### src/rtl/rs_bank.sv
// rs_bank: multi-entry reservation station bank for one functional-unit issue
// port. Holds RS_NUM instructions, wakes operands from CDB_NUM broadcast ports,
// allocates the lowest free slot on dispatch, and issues the lowest ready slot.
// Branch resolution clears mask bits; branch recovery squashes dependent entries.
module rs_bank #(
    parameter int RS_NUM    = 8,
    parameter int CDB_NUM   = 2,
    parameter int PRF_IDX_W = 6,
    parameter int ROB_IDX_W = 5,
    parameter int BR_MASK_W = 4,
    parameter int FU_SEL_W  = 3
) (
    input  logic                           clk,
    input  logic                           rst,
    input  logic                           disp_vld_i,
    input  logic [PRF_IDX_W-1:0]           disp_dest_tag_i,
    input  logic [PRF_IDX_W-1:0]           disp_opa_tag_i,
    input  logic [PRF_IDX_W-1:0]           disp_opb_tag_i,
    input  logic                           disp_opa_rdy_i,
    input  logic                           disp_opb_rdy_i,
    input  logic [FU_SEL_W-1:0]            disp_fu_sel_i,
    input  logic [31:0]                    disp_IR_i,
    input  logic [ROB_IDX_W:0]             disp_rob_idx_i,
    input  logic [BR_MASK_W-1:0]           disp_br_mask_i,
    input  logic [CDB_NUM-1:0]             cdb_vld_i,
    input  logic [CDB_NUM*PRF_IDX_W-1:0]   cdb_tag_i,
    input  logic                           iss_stall_i,
    input  logic                           br_pred_correct_i,
    input  logic                           br_recovery_i,
    input  logic [BR_MASK_W-1:0]           br_tag_fix_i,
    output logic                           iss_vld_o,
    output logic [PRF_IDX_W-1:0]           iss_dest_tag_o,
    output logic [PRF_IDX_W-1:0]           iss_opa_tag_o,
    output logic [PRF_IDX_W-1:0]           iss_opb_tag_o,
    output logic [FU_SEL_W-1:0]            iss_fu_sel_o,
    output logic [31:0]                    iss_IR_o,
    output logic [ROB_IDX_W:0]             iss_rob_idx_o,
    output logic [BR_MASK_W-1:0]           iss_br_mask_o,
    output logic                           full_o,
    output logic [$clog2(RS_NUM):0]        free_cnt_o
);

    localparam int IDX_W = $clog2(RS_NUM);
    localparam int CNT_W = $clog2(RS_NUM) + 1;

    typedef struct packed {
        logic [PRF_IDX_W-1:0] dest_tag;
        logic [PRF_IDX_W-1:0] opa_tag;
        logic [PRF_IDX_W-1:0] opb_tag;
        logic                 opa_rdy;
        logic                 opb_rdy;
        logic [FU_SEL_W-1:0]  fu_sel;
        logic [31:0]          ir;
        logic [ROB_IDX_W:0]   rob_idx;
        logic [BR_MASK_W-1:0] br_mask;
    } rs_entry_t;

    // True when any valid CDB port broadcasts the given tag this cycle.
    function automatic logic cdb_hit(
        input logic [PRF_IDX_W-1:0]         tag,
        input logic [CDB_NUM-1:0]           vld,
        input logic [CDB_NUM*PRF_IDX_W-1:0] tags
    );
        cdb_hit = 1'b0;
        for (int k = 0; k < CDB_NUM; k++) begin
            if (vld[k] && (tags[k*PRF_IDX_W +: PRF_IDX_W] == tag)) cdb_hit = 1'b1;
        end
    endfunction

    logic [RS_NUM-1:0] valid_q;
    rs_entry_t         ent_q [RS_NUM];

    logic [RS_NUM-1:0] opa_hit, opb_hit, squash, ready;
    logic              grant_vld;
    logic [IDX_W-1:0]  grant_idx;
    logic [IDX_W-1:0]  alloc_idx;
    logic [CNT_W-1:0]  free_cnt;
    logic              issue_fire;
    logic              disp_fire;
    rs_entry_t         disp_entry;

    // Per-entry CDB match, squash and ready (same-cycle wakeup counts as ready).
    always_comb begin
        // NOTE: every always_comb output gets a default first so no path can infer a latch.
        opa_hit = '0;
        opb_hit = '0;
        squash  = '0;
        ready   = '0;
        for (int i = 0; i < RS_NUM; i++) begin
            opa_hit[i] = cdb_hit(ent_q[i].opa_tag, cdb_vld_i, cdb_tag_i);
            opb_hit[i] = cdb_hit(ent_q[i].opb_tag, cdb_vld_i, cdb_tag_i);
            squash[i]  = valid_q[i] & br_recovery_i & (|(ent_q[i].br_mask & br_tag_fix_i));
            ready[i]   = valid_q[i] & (ent_q[i].opa_rdy | opa_hit[i])
                                    & (ent_q[i].opb_rdy | opb_hit[i]) & ~squash[i];
        end
    end

    // Lowest-index ready entry wins the issue grant; scan downward so the last hit is lowest.
    always_comb begin
        grant_vld = 1'b0;
        grant_idx = '0;
        for (int i = RS_NUM - 1; i >= 0; i--) begin
            if (ready[i]) begin
                grant_vld = 1'b1;
                grant_idx = IDX_W'(i);
            end
        end
    end

    // Lowest-index free entry and free count, from registered valid bits only.
    always_comb begin
        alloc_idx = '0;
        free_cnt  = '0;
        for (int i = RS_NUM - 1; i >= 0; i--) begin
            if (!valid_q[i]) alloc_idx = IDX_W'(i);
            free_cnt = free_cnt + CNT_W'(~valid_q[i]);
        end
    end

    assign full_o     = (free_cnt == '0);
    assign free_cnt_o = free_cnt;
    assign issue_fire = grant_vld & ~iss_stall_i;

    // Dispatch payload with CDB bypass on operands and branch-resolve mask cleanup.
    always_comb begin
        disp_entry          = '0;
        disp_entry.dest_tag = disp_dest_tag_i;
        disp_entry.opa_tag  = disp_opa_tag_i;
        disp_entry.opb_tag  = disp_opb_tag_i;
        disp_entry.opa_rdy  = disp_opa_rdy_i | cdb_hit(disp_opa_tag_i, cdb_vld_i, cdb_tag_i);
        disp_entry.opb_rdy  = disp_opb_rdy_i | cdb_hit(disp_opb_tag_i, cdb_vld_i, cdb_tag_i);
        disp_entry.fu_sel   = disp_fu_sel_i;
        disp_entry.ir       = disp_IR_i;
        disp_entry.rob_idx  = disp_rob_idx_i;
        disp_entry.br_mask  = br_pred_correct_i ? (disp_br_mask_i & ~br_tag_fix_i)
                                                : disp_br_mask_i;
        disp_fire = disp_vld_i & ~full_o
                  & ~(br_recovery_i & (|(disp_br_mask_i & br_tag_fix_i)));
    end

    // Issue port shows the granted entry, with a resolving branch bit already cleared.
    always_comb begin
        iss_vld_o      = grant_vld;
        iss_dest_tag_o = '0;
        iss_opa_tag_o  = '0;
        iss_opb_tag_o  = '0;
        iss_fu_sel_o   = '0;
        iss_IR_o       = '0;
        iss_rob_idx_o  = '0;
        iss_br_mask_o  = '0;
        if (grant_vld) begin
            iss_dest_tag_o = ent_q[grant_idx].dest_tag;
            iss_opa_tag_o  = ent_q[grant_idx].opa_tag;
            iss_opb_tag_o  = ent_q[grant_idx].opb_tag;
            iss_fu_sel_o   = ent_q[grant_idx].fu_sel;
            iss_IR_o       = ent_q[grant_idx].ir;
            iss_rob_idx_o  = ent_q[grant_idx].rob_idx;
            iss_br_mask_o  = br_pred_correct_i ? (ent_q[grant_idx].br_mask & ~br_tag_fix_i)
                                               : ent_q[grant_idx].br_mask;
        end
    end

    // Entry state: squash beats issue beats wakeup/resolve; free slots accept dispatch.
    always_ff @(posedge clk or negedge rst) begin
        if (!rst) begin
            valid_q <= '0;
            // NOTE: the entry array is reset because issue outputs and fields must read 0 after reset.
            for (int i = 0; i < RS_NUM; i++) ent_q[i] <= '0;
        end else begin
            for (int i = 0; i < RS_NUM; i++) begin
                if (valid_q[i]) begin
                    // NOTE: state updates use <= so all entries see pre-edge values of each other.
                    if (squash[i] || (issue_fire && (grant_idx == IDX_W'(i)))) begin
                        valid_q[i] <= 1'b0;
                    end else begin
                        if (opa_hit[i]) ent_q[i].opa_rdy <= 1'b1;
                        if (opb_hit[i]) ent_q[i].opb_rdy <= 1'b1;
                        if (br_pred_correct_i)
                            ent_q[i].br_mask <= ent_q[i].br_mask & ~br_tag_fix_i;
                    end
                end else if (disp_fire && (alloc_idx == IDX_W'(i))) begin
                    valid_q[i] <= 1'b1;
                    ent_q[i]   <= disp_entry;
                end
            end
        end
    end

endmodule
### config.mk
export PLATFORM = sky130hd
export DESIGN_NAME = rs_bank
export DESIGN_NICKNAME = d
export VERILOG_FILES = /design/src/rtl/rs_bank.sv
export SDC_FILE = /design/constraint.sdc
export NUM_CORES = 1
export LEC_CHECK = 0
export CORE_MARGIN = 2
export CORE_UTILIZATION = 30
export CTS_BUF_LIST = sky130_fd_sc_hd__clkbuf_16
export DETAILED_ROUTE_END_ITERATION = 16
export GPL_TIMING_DRIVEN = 0
export PLACE_DENSITY = 0.44
export SLEW_MARGIN = 20
export SYNTH_ARGS = -nofsm -noshare
export SYNTH_HDL_FRONTEND = slang
export SYNTH_SLANG_ARGS = --single-unit
export TNS_END_PERCENT = 100
### constraint.sdc
create_clock -name clk -period 7.15 [get_ports clk]
set_clock_uncertainty 0.2 [all_clocks]
set_input_delay 0.715 -clock clk [delete_from_list [all_inputs] [get_ports clk]]
set_output_delay 0.715 -clock clk [all_outputs]
set_load 0.005 [all_outputs]
==> impl_metrics.tcl, run 1 <==
set metrics [dict create \
    rsz0062_at_grt "false" \
    via_per_inst 5.50 \
    cts_root_buf "clkbuf_16" \
    ant_nets 0 \
    slew_headroom_pct 21.3 \
    cp_slowest_cell "clkbuf_1" \
    worstPathCellList "clkbuf_1 > clkbuf_1 > nand4_1 > nor4_1 > nor3_1 > o21ai_2 > nor2_1 > o21ai_1 > clkbuf_1 > a31oi_1 > a21o_1 > clkdlybuf4s50_1" \
    finalSetupViolCount 0 \
    pwr-share-clk_pct 19.3 \
    critPathMostFrequentCell "clkbuf_1" \
    p_switching_mw 7.53 \
    tightest_slew_ps 1180 \
    worstPathArrival_ps 6070 \
    clk_latency_ps 620 \
    post-route-min-period_ps 6980 \
    drt_iter0_drc 2286 \
    yosysTopAreaCell "dfrtp_1" \
    start_util_pct 30.1 \
    place.gp.congestion 0.951 \
    num_vias 23977 \
    layout_commonest_cell "nand2_1" \
    hold_depth 2 \
    seq_area_frac_synth_pct 48.1 \
    place_ws_ps 57.2 \
    syn_area_mm2 0.0275 \
    worstPathMaxFanout 10 \
    hold_path.class "register to register" \
    dp.final_hpwl_um 82800 \
    drc 0 \
    setup_ws_ps 169 \
    layout_common_cells "nand2_1 (978), dfrtp_1 (528), mux2_2 (201), clkbuf_1 (133), clkdlybuf4s50_1 (128)" \
    ios 158 \
    setup_tns_ps 0 \
    syn_nets 3015 \
    final_area_mm2 0.0326 \
    firstDrtPassIters 8 \
    timing.rr.end "ent_q[191]" \
    syn_to_final_growth_pct 18.5 \
    clk_pin_slew_ps 50 \
    grt_max_degree 98 \
    final-hold-violation-count 0 \
    end_kind "output port" \
    antenna_found_initial 5 \
    h-tree-depth 3 \
    die_x_um 307 \
    crit_required_ps 6230 \
    dieArea_mm2 0.0941 \
    p_leak_nw 15.0 \
    syn_area_per_cell_um2 9.42 \
    place_inst 4242 \
    cts_tree "done" \
    reg2reg_slack_ps 560 \
    cts_buffers 66 \
    run_status "finished, final reports clean" \
    post_cts_buffers 0 \
    grt_pass1_wl_um 171000 \
    finalNonFillerCells 4356 \
    peakVddDrop_uv 257 \
    yosysUniqueCellTypes 79 \
    synth_top_area_share_pct 48.1 \
    slowest_delay_ps 800 \
    finalMaxSlewViolations 0 \
    dpl_cell_area_mm2 0.0305 \
    reg2reg_from "valid_q[4]" \
    finalPower_mw 17.0 \
    yosysWarnings 0 \
    fillCellCount 9183 \
    whs_ps 273 \
    utilization_pct 35.7 \
    maxCapViolations 0 \
    ys_ff_latch 528 \
    crit_type "primary input to output port" \
    first_global_vias 23996 \
    grt.total_usage_pct 24.9 \
    port_buffers 129 \
    synth_edf_count 0 \
    hold_start "ent_q[365]" \
    postSynthCellCount 2917 \
    worstSetupStartpointType "primary input" \
    yosys-top-cells-area "dfrtp_1 (48%), nand2_1 (13%), mux2_2 (8.2%)" \
    wl_per_cell_um 27.3 \
    coreArea_mm2 0.0912 \
    p_comb_share_pct 52.6 \
    clock-sinks 528 \
    ys.flop_type "dfrtp_1" \
    cellPowerDensity_mw_per_mm2 522 \
    die_h_um 307 \
    fin_crit_sh_pct 97.6 \
    internal_power_mw 9.46 \
    wl_um 119000 \
    fmax_ghz 0.143 \
    r2r_cells 17 \
    grt.overflow.total 0 \
    pwr-share-seq_pct 28.2 \
    finalNetCount 3222 \
    swShare_pct 44.3 \
    rows 111 \
    clockBufferDepth 3 \
    layout-drive-gt1-share_pct 13.6 \
    async_flop_share_pct 100 \
    worstHoldEndpoint "ent_q[365]" \
]
## worst max-delay path by stage
stage          slack [ps]  cells after the start                 to         start
2_1_floorplan        2280                     17         ent_q[139]    valid_q[4]
5_1_grt                60                     13   iss_rob_idx_o[5]  cdb_vld_i[0]
4_1_cts                50                     12  iss_dest_tag_o[1]  cdb_vld_i[0]
6_report              170                     12       iss_IR_o[31]  cdb_vld_i[0]
3_3_place_gp       -19160                      1         ent_q[150]           rst
3_5_place_dp           60                     12  iss_dest_tag_o[1]  cdb_vld_i[0]
## state kept, by name, summed over array words and instances (netlist names)
register	cells
ent_q	520
valid_q	8
## area by class of cell
class / instances / area, um2 / area share [%]
diodes: 2 / 5.00 / 0.0154
plain buffers: 216 / 1010 / 3.11
clock buffers: 67 / 1680 / 5.15
clock inverters: 45 / 365 / 1.12
inverters: 49 / 184 / 0.565
multi-input cells: 2123 / 13100 / 40.3
flip-flops and latches: 528 / 13200 / 40.6
well taps: 1186 / 1480 / 4.56
repair buffers: 140 / 1500 / 4.62
## cells by family after synthesis
logic type	after synthesis	synth area share (%)
and+or+nand+nor	1166	17.3
DFF	528	48.1
AOI/OAI and AO/OA	499	13.5
buffers and inverters	266	4.33
muxes	232	9.36
xor gates and xnor gates	217	6.91
adders and majority gates	9	0.519
## routing by layer
metal  part of all wire (%)  track usage [%]
met2                     47             40.3
met4                    3.3             8.83
met1                     43             33.4
met5                  0.032                0
met3                    7.4             4.71
## synth_stat cells, drive strengths merged, types with 30 or more instances
master / n
a31o: 34
dfrtp: 528
clkbuf: 139
buf: 78
and2: 35
nand2: 978
o22ai: 82
xnor2: 125
inv: 49
nand4: 33
a221oi: 66
a21o: 30
nor2: 32
a22oi: 43
xor2: 92
a31oi: 32
mux2i: 31
mux2: 201
a21oi: 31
o21ai: 59
## critical path: cells and delay by family
family | cells | cell delay, ps
AO/OA/AOI/OAI | 4 | 1650
AND/OR/NAND/NOR | 4 | 1150
buffers and inverters | 4 | 2530
## what timing repair did
action                                 CTS  global route
hold buffers                             1             0
endpoints found under the hold margin   76             0
setup endpoints to repair                0            12
resized for setup                        0             9
## power by group through the flow
| stage | Clock [mW] | Combinational, mW | Sequential, mW |
|---|---|---|---|
| CTS | 3.33 | 8.93 | 4.77 |
| global route | 3.46 | 9.49 | 4.89 |
| global placement | 0 | 8.77 | 4.79 |
| finish | 3.27 | 8.94 | 4.79 |
| floorplan | 0 | 4.77 | 4.53 |
| detailed placement | 0 | 8.88 | 4.82 |
Note: power is estimated with default switching activity, not from simulation.
==> run 2, diff against run 1 <==
Settings changed: CAP_MARGIN set to 20.
==> results of run 2 <==
Final layout, timing and power as in run 1 (identical DEF).
